## src/rtl/sram_access_ctrl.sv

```systemverilog
// Single-word access sequencer for the external async SRAM (LC-3 MAR/MDR path).
// Request/done handshake; all strobes decode from state plus latched request fields.
module sram_access_ctrl #(
    parameter int WAIT_CYCLES = 2
) (
    input  logic        Clk,
    input  logic        Reset,
    input  logic        Req,
    input  logic        Write,
    input  logic [1:0]  ByteEn,
    input  logic [15:0] Addr,
    input  logic [15:0] WData,
    output logic        Busy,
    output logic        Done,
    output logic [15:0] RData,
    output logic        CE,
    output logic        OE,
    output logic        WE,
    output logic        UB,
    output logic        LB,
    output logic [19:0] ADDR,
    output logic [15:0] Data_out,
    output logic        Data_oe,
    input  logic [15:0] Data_in
);

    typedef enum logic [1:0] {
        IDLE   = 2'd0,
        SETUP  = 2'd1,
        ACCESS = 2'd2,
        FINISH = 2'd3
    } state_t;

    localparam logic [3:0] WAIT_LOAD = 4'(WAIT_CYCLES - 1);

    state_t      state;
    state_t      state_next;
    logic [3:0]  cnt;
    logic [3:0]  cnt_next;
    logic        accept;
    logic        active;
    logic        strobe;

    logic        write_q;
    logic [1:0]  be_q;
    logic [15:0] addr_q;
    logic [15:0] wdata_q;

    always_ff @(posedge Clk or posedge Reset) begin
        if (Reset) begin
            state   <= IDLE;
            cnt     <= 4'd0;
            write_q <= 1'b0;
            be_q    <= 2'b00;
            addr_q  <= 16'h0000;
            wdata_q <= 16'h0000;
            RData   <= 16'h0000;
        end else begin
            state <= state_next;
            cnt   <= cnt_next;
            if (accept) begin
                write_q <= Write;
                be_q    <= ByteEn;
                addr_q  <= Addr;
                wdata_q <= WData;
            end
            // Capture on the edge that closes the last strobe cycle; disabled lanes read as zero.
            if (state == ACCESS && cnt == 4'd0 && !write_q) begin
                RData <= {be_q[1] ? Data_in[15:8] : 8'h00,
                          be_q[0] ? Data_in[7:0]  : 8'h00};
            end
        end
    end

    always_comb begin
        state_next = state;
        cnt_next   = cnt;
        accept     = Req && (state == IDLE || state == FINISH);
        case (state)
            IDLE: begin
                if (accept) state_next = SETUP;
            end
            SETUP: begin
                state_next = ACCESS;
                cnt_next   = WAIT_LOAD;
            end
            ACCESS: begin
                if (cnt == 4'd0) state_next = FINISH;
                else             cnt_next   = cnt - 4'd1;
            end
            FINISH: begin
                state_next = accept ? SETUP : IDLE;
            end
            default: state_next = IDLE;
        endcase
    end

    // CE and the data drive span SETUP..FINISH so write data is held after WE rises.
    always_comb begin
        active  = (state != IDLE);
        strobe  = (state == ACCESS);
        CE      = ~active;
        OE      = ~(strobe && !write_q);
        WE      = ~(strobe && write_q);
        UB      = ~(active && be_q[1]);
        LB      = ~(active && be_q[0]);
        Data_oe = active && write_q;
        Busy    = (state == SETUP) || (state == ACCESS);
        Done    = (state == FINISH);
    end

    assign ADDR     = {4'h0, addr_q};
    assign Data_out = wdata_q;

endmodule

```

## config.mk

```make
export PLATFORM = sky130hd
export DESIGN_NAME = sram_access_ctrl
export DESIGN_NICKNAME = d
export VERILOG_FILES = /design/src/rtl/sram_access_ctrl.sv
export SDC_FILE = /design/constraint.sdc
export NUM_CORES = 1
export LEC_CHECK = 0
export ABC_AREA = 0
export CORE_ASPECT_RATIO = 0.5
export CORE_MARGIN = 1.5
export CORE_UTILIZATION = 35
export DETAILED_ROUTE_END_ITERATION = 16
export PLACE_DENSITY = 0.68
export SYNTH_ARGS = -nofsm -noshare
export SYNTH_HDL_FRONTEND = slang
export SYNTH_SLANG_ARGS = --single-unit
export TNS_END_PERCENT = 5
```

## constraint.sdc

```tcl
create_clock -name Clk -period 2 [get_ports Clk]
set_clock_uncertainty 0.1 [all_clocks]
set_input_delay 0.3 -clock Clk [delete_from_list [all_inputs] [get_ports Clk]]
set_output_delay 0.3 -clock Clk [all_outputs]
set_load 0.1 [all_outputs]
```

Yosys cells after proc, flatten, opt, wreduce, memory -nomap -nowiden
Cells that the tools add are included.
- memories: 0
- register bits: 57
- ROM bits: 0
- input bits: 54
- latch bits: 0
- memory bits (writable): 0
- muxes and demuxes: 8
- multiply operators: 0
- bitwise logic cells: 5
- reductions and logical operators: 17
- div/mod/pow operators: 0
- order comparisons: 0
- shift-type cells: 0
- eq/ne operators: 6
- add/subtract/negate cells: 1
- operators with widths (cell ; number):
    2-to-1 mux 8 bit ; 2
    logical AND 1 bit ; 8
    one-hot mux 2 bit (4 select lines) ; 1
    one-hot mux 4 bit (2 select lines) ; 1
    inverter 1 bit ; 5
    equality test 2 bit, second input constant ; 2
    zero test 4 bit ; 1
    2-to-1 mux 2 bit ; 2
    2-to-1 mux 4 bit ; 1
    inequality test 2 bit, second input constant ; 2
    AND reduction 2 bit ; 2
    nonzero test 2 bit ; 2
    subtractor 4 x 1 -> 4 bit, second input constant ; 1
    equality test 2 x 1 -> 1 bit, second input constant ; 1
    zero test 2 bit ; 1
    logical OR 1 bit ; 2
    inequality test 2 x 1 -> 1 bit, second input constant ; 1
    zero test 1 bit ; 1
    2-to-1 mux 1 bit ; 1

Depth between registers and ports, before layout
Gate-level depths: netlist (run 1).
- word-level depth: 5
- gate-level depth with buffers: 8
- depth with buffers taken out: 5

Worst setup path before layout (run 1)
No wires, ideal clock.
- path kind: reg2out
- start point: register state[0]
- end point: output port Data_oe
- data required time: 1600 ps
- path slack: -951 ps
- cell stages (with the launch flop): 4
- arrival: 2551 ps
- path buffers: 0
- cells stage by stage: dfrtp_1 -> inv_1 -> ha_1 -> nor2b_1
- cells in the longest elaborated chain, start to end: 2
- ends and longest elaborated chain (what ; RTL line ; source):
    start, declared ; 36 ; state_t state;
    start signal, assigned ; 59 ; state <= state_next;
    nonzero test 2 bit ; 100 ; active = (state != IDLE);
    logical AND 1 bit ; 107 ; Data_oe = active && write_q;
    end, declared ; 23 ; output logic Data_oe,
Every way passes these cells.

Final worst setup path (run 1)
- start point: register state[0]
- end point: output port OE
- cells in the longest elaborated chain, start to end: 3
- ends and longest elaborated chain (what ; RTL line ; source):
    equality test 2 bit ; 101 ; strobe = (state == ACCESS);
    logical AND 1 bit ; 103 ; OE = ~(strobe && !write_q);
    inverter 1 bit ; 103 ;
    end, declared ; 17 ; output logic OE,
Every way passes these cells.

==> impl_metrics.ini, run 1 <==
[clock_tree]
clk_pin_slew_worst_paths_ns = 0.05
clk_latency_ns = 0.32
numCtsBuffers = 9
hold_buffers = 0
clock-sinks = 57
clock_path_buffers = 2
cts_max_level = 3
cts_tree = built
clockRootBuffer = clkbuf_16

[worst_setup_path]
path_class = reg -> out
worst-path-max-fanout = 17
start_kind = register
end_kind = output port
cp_data_required_time_ns = 1.60
cp.arrival_ns = 1.50

[synthesis]
synth_compound_area_frac = 0.0879
synth_fa_ha_area_frac = 0.0259
yosysSeqAreaShare = 0.589
synth_xor_area_frac = 0.00362
syn_avg_cell_area_sq_um = 12.2
yosysWarnings = 0
synthArstFlopShare = 1.00
synth_commonest_cells = dfrtp_1 (57), mux2_2 (36), nand2_1 (24)
synthMuxAreaShare = 0.176
synthTopCellsByArea = dfrtp_1 (59%), mux2_2 (17%), o21ai_0 (4.8%), nand2_1 (3.7%), ha_1 (2.6%)
ys_types = 24
ys.flop_type = dfrtp_1
yosysMostFrequentCell = dfrtp_1
synth_seq_cells = 57
synth_top_area_share = 0.589
synth_top_cell_by_area = dfrtp_1
synth_simple_gate_area_frac = 0.0651
synth_area_sq_um = 2420
synth_top_family_by_area = multiplexers
synth_edf_count = 0
syn_inst = 199

[timing]
fin_crit_sh = 0.952
rsz0062_at_grt = false
maxSlewViolCount = 0
max_freq_ghz = 0.525
hold_violations = 0
setup_viol = 0
hold_slack_ns = 0.105
final.min_clock_period_ns = 1.90
setup_tns_ns = 0

[final_layout]
register_area_sq_um = 1430
diodes = 0
nFillCells = 555
multi_input_area_sq_um = 917
final_net_count = 374
syn2layout_area_growth_pct = 63.9
drive_gt1_frac = 0.384
design_area_sq_um = 3970
instances_no_fill = 412

[hold_path]
holdCritPathClass = in -> async

[floorplanning]
fp.dieW_um = 121
fp.dieH_um = 61.8
die-area_sq_um = 7450
num_io_pins = 114
floorplan.initialDensity = 0.363
row_count = 21
coreArea_sq_um = 6670

[detailed_routing]
routed_wirelength_um = 5840
routedWlPerCell_um = 14.2
drtIter0Drc = 54
vias = 1910
drcViolationCount = 0
ant_nets = 0
drt_pre_antenna_iters = 4
vias_per_cell = 4.64

[run]
drv_cap = 0

[grt]
grt_usage = 0.155
grt_max_degree = 30
grt_pass1_wl_um = 8710
grt_pass1_vias = 1881
overflow = 0
antenna_found_initial = 0

[placed_design]
dpl.hpwl_um = 4400
routabilityCongestion = 0.780
dp_cells = 395
portBuffers = 109
post_dp_cell_area_sq_um = 3610

[status]
status = finished clean
flip-flops by register name, indices dropped and copies added, names as in the netlist:
name,count
Data_out,16
RData,16
addr_q,16
be_q,2
cnt,4
state,2
write_q,1
timing repair:
item | CTS | global route
resized for setup | 1 | 2
endpoints found under the setup margin | 1 | 14
buffers inserted | 0 | 1
area by class of cell:
| cell class | instances | area share |
|---|---|---|
| clock inverter | 5 | 0.0259 |
| multi-input combinational | 122 | 0.231 |
| timing repair buffer | 118 | 0.286 |
| tap | 92 | 0.0290 |
| inverter | 7 | 0.00663 |
| sequential | 57 | 0.360 |
| clock buffer | 11 | 0.0612 |
through the flow:
stage | utilization | setup WS [ns]
after floorplan | - | -0.0339
after global routing | 0.594 | 0.00000444
after global placement | 0.540 | 0.184
final | 0.594 | 0.0968
after detailed placement | 0.540 | 0.0657
after CTS | 0.593 | 0.0295
placed cells by master (no fill, tap or decap):
master / n
buf_12: 9
nor2b_4: 2
o21ai_0: 23
nand3_1: 2
mux2_2: 36
buf_4: 55
nand2b_1: 4
or3b_1: 1
clkbuf_16: 9
ha_4: 1
xnor2_1: 1
nand2_2: 2
clkdlybuf4s50_1: 53
a21oi_1: 2
bufinv_16: 3
buf_6: 1
clkinv_2: 1
o21ai_1: 10
dfrtp_1: 57
o211a_1: 1
nand2_1: 22
inv_1: 6
nor3_1: 1
or2_4: 1
mux2i_1: 2
clkbuf_1: 1
clkinvlp_4: 1
a2bb2oi_1: 2
a221o_1: 1
ha_1: 4
conb_1: 4
clkbuf_8: 1
inv_2: 1
metal layers:
layer,part of all wire,vias to the layer above,global-route usage
met3,0.044,2,0.0566
met1,0.41,961,0.176
met2,0.54,47,0.287
met5,0,-,0
met4,0.0045,0,0.0454
li1,-,900,-
cell families after synthesis:
| logic type | Yosys count |
|---|---|
| multiplexers | 38 |
| XOR/XNOR | 1 |
| AO/OA/AOI/OAI | 39 |
| other | 1 |
| buffers and inverters | 23 |
| flip-flops | 57 |
| AND/OR/NAND/NOR | 35 |
| adder cells (fa/ha/maj) | 5 |
final timing paths:
check	from	cells past startpoint	slack, ns	to
max in group asynchronous	Reset	3	1.13	Data_out[6]
min	Reset	2	0.10	RData[11]
max reg2reg	cnt[0]	6	0.20	RData[5]
min in group Clk	Data_out[5]	1	0.40	Data_out[5]
min reg2reg	Data_out[5]	1	0.40	Data_out[5]
max	state[0]	5	0.1	OE
critical path, cell delays in order (launching register included):
cell,delay (ns)
dfrtp_1,0.36
inv_1,0.10
ha_1,0.22
nand2b_1,0.12
buf_6,0.18
buf_12,0.19
Power of run 1 is not shown: default switching activity piles up to over one toggle a cycle in this logic, so the estimate is an artifact.
==> run 2, diff against run 1 <==
==> constraint.sdc (replaced) <==
create_clock -name Clk -period 2.4 [get_ports Clk]
set_clock_uncertainty 0.1 [all_clocks]
set_input_delay 0.36 -clock Clk [delete_from_list [all_inputs] [get_ports Clk]]
set_output_delay 0.36 -clock Clk [all_outputs]
set_load 0.1 [all_outputs]
==> impl_metrics.ini, run 2 (same netlist as run 1, synthesis figures left out) <==
[floorplanning]
fp.dieH_um = 61.8
fp.dieW_um = 121
num_io_pins = 114
die-area_sq_um = 7450
coreArea_sq_um = 6670
row_count = 21
floorplan.initialDensity = 0.363

[clock_tree]
cts.repair.resized = 0
cts_max_level = 3
hold_buffers = 0
clockRootBuffer = clkbuf_16
clk_latency_ns = 0.32
clock_path_buffers = 2
post_cts_buffers = 0
cts_tree = built
clk_pin_slew_worst_paths_ns = 0.05
numCtsBuffers = 9
clock-sinks = 57

[grt]
grt_max_degree = 58
grt_usage = 0.161
antenna_found_initial = 0
overflow = 0
grt_pass1_wl_um = 8900
grt_pass1_vias = 1830

[worst_setup_path]
reg2reg_depth = 5
endpoint = OE
cp.arrival_ns = 1.71
path_class = reg -> out
start_kind = register
end_kind = output port
worst-path-max-fanout = 17
regToRegSetupSlack_ns = 0.43
cp_slowest_cell = dfrtp_1
cp_slowest_stage_delay_ns = 0.42
timing.rr.start = state[0]
path_cells = inv_1 > ha_1 > nand2b_1 > buf_4 > buf_12
r2r_end = addr_q[14]
cp_data_required_time_ns = 1.94
crit_start = state[0]

[final_layout]
drive_gt1_frac = 0.368
final_cell_mix = dfrtp_1 (57), clkdlybuf4s50_1 (53), buf_4 (52)
multi_input_area_sq_um = 895
final_net_count = 369
diodes = 0
final_util = 0.578
nFillCells = 556
final_common_cell = dfrtp_1
syn2layout_area_growth_pct = 59.5
register_area_sq_um = 1430

[detailed_routing]
vias = 1903
drcViolationCount = 0
ant_nets = 0
drtIter0Drc = 85
drt_pre_antenna_iters = 4
routedWlPerCell_um = 14.4
vias_per_cell = 4.68
routed_wirelength_um = 5860

[placed_design]
dp_slack_ns = 0.362
portBuffers = 109
dpl.hpwl_um = 4320
routabilityCongestion = 0.759

[timing]
setup_ws_ns = 0.230
maxSlewViolCount = 0
fin_crit_sh = 0.904
rsz0062_at_grt = false
setup_viol = 0
max_freq_ghz = 0.461
final.min_clock_period_ns = 2.17
hold_violations = 0

[run]
drv_cap = 0

[hold_path]
holdCritPathClass = in -> async

[status]
status = finished clean
[run 2: cell count changes in the layout (fill, tap and decap cells not counted), moves of 2 or more]
cell / change
clkbuf_8: +2
buf_4: -3
nand2_2: -2
nand2_1: +2
bufinv_16: -2
[run 2: area by class of cell]
cell class	instances	share of cell area
repair buffers	113	0.280
inverters	7	0.00681
clock inverters	4	0.0130
well taps	92	0.0298
clock buffers	12	0.0690
flip-flops and latches	57	0.370
multi-input cells	122	0.232
[run 2: metrics by stage]
stage	std cells	area, sq um	hold WS [ns]	setup TNS, ns
finish	407	3860	0.313	0
global placement	391	3540	0.393	0
detailed placement	391	3540	0.397	0
CTS	407	3860	0.319	0
floorplan	202	2440	0.396	-0.986
global route	407	3860	0.340	0
[run 2: metal layers]
| metal | part of all wire | up-vias | track usage | routed length, um |
|---|---|---|---|---|
| met4 | 0.016 | 0 | 0.0672 | 95 |
| met3 | 0.056 | 8 | 0.0639 | 326 |
| met2 | 0.52 | 56 | 0.284 | 3050 |
| li1 | - | 894 | - | - |
| met1 | 0.41 | 945 | 0.182 | 2390 |
| met5 | 0 | - | 0 | 0 |
[run 2: critical path, delay by kind of cell, from the launching register on]
kind | cells | cell delay, ns
fa+ha+maj | 1 | 0.31
simple gates | 1 | 0.13
flops | 1 | 0.42
buf+inv | 3 | 0.53
[run 2: worst min path at each step]
stage	endpoint	from	slack (ns)	cells after the start
5_1_grt	Data_out[1]	Reset	0.34	3
3_5_place_dp	addr_q[9]	addr_q[9]	0.40	1
4_1_cts	RData[1]	Reset	0.32	3
3_3_place_gp	Data_out[14]	Data_out[14]	0.39	1
6_report	Data_out[3]	Reset	0.31	3
2_1_floorplan	RData[0]	Data_in[0]	0.40	2
Power of run 2 is left out for the same reason.
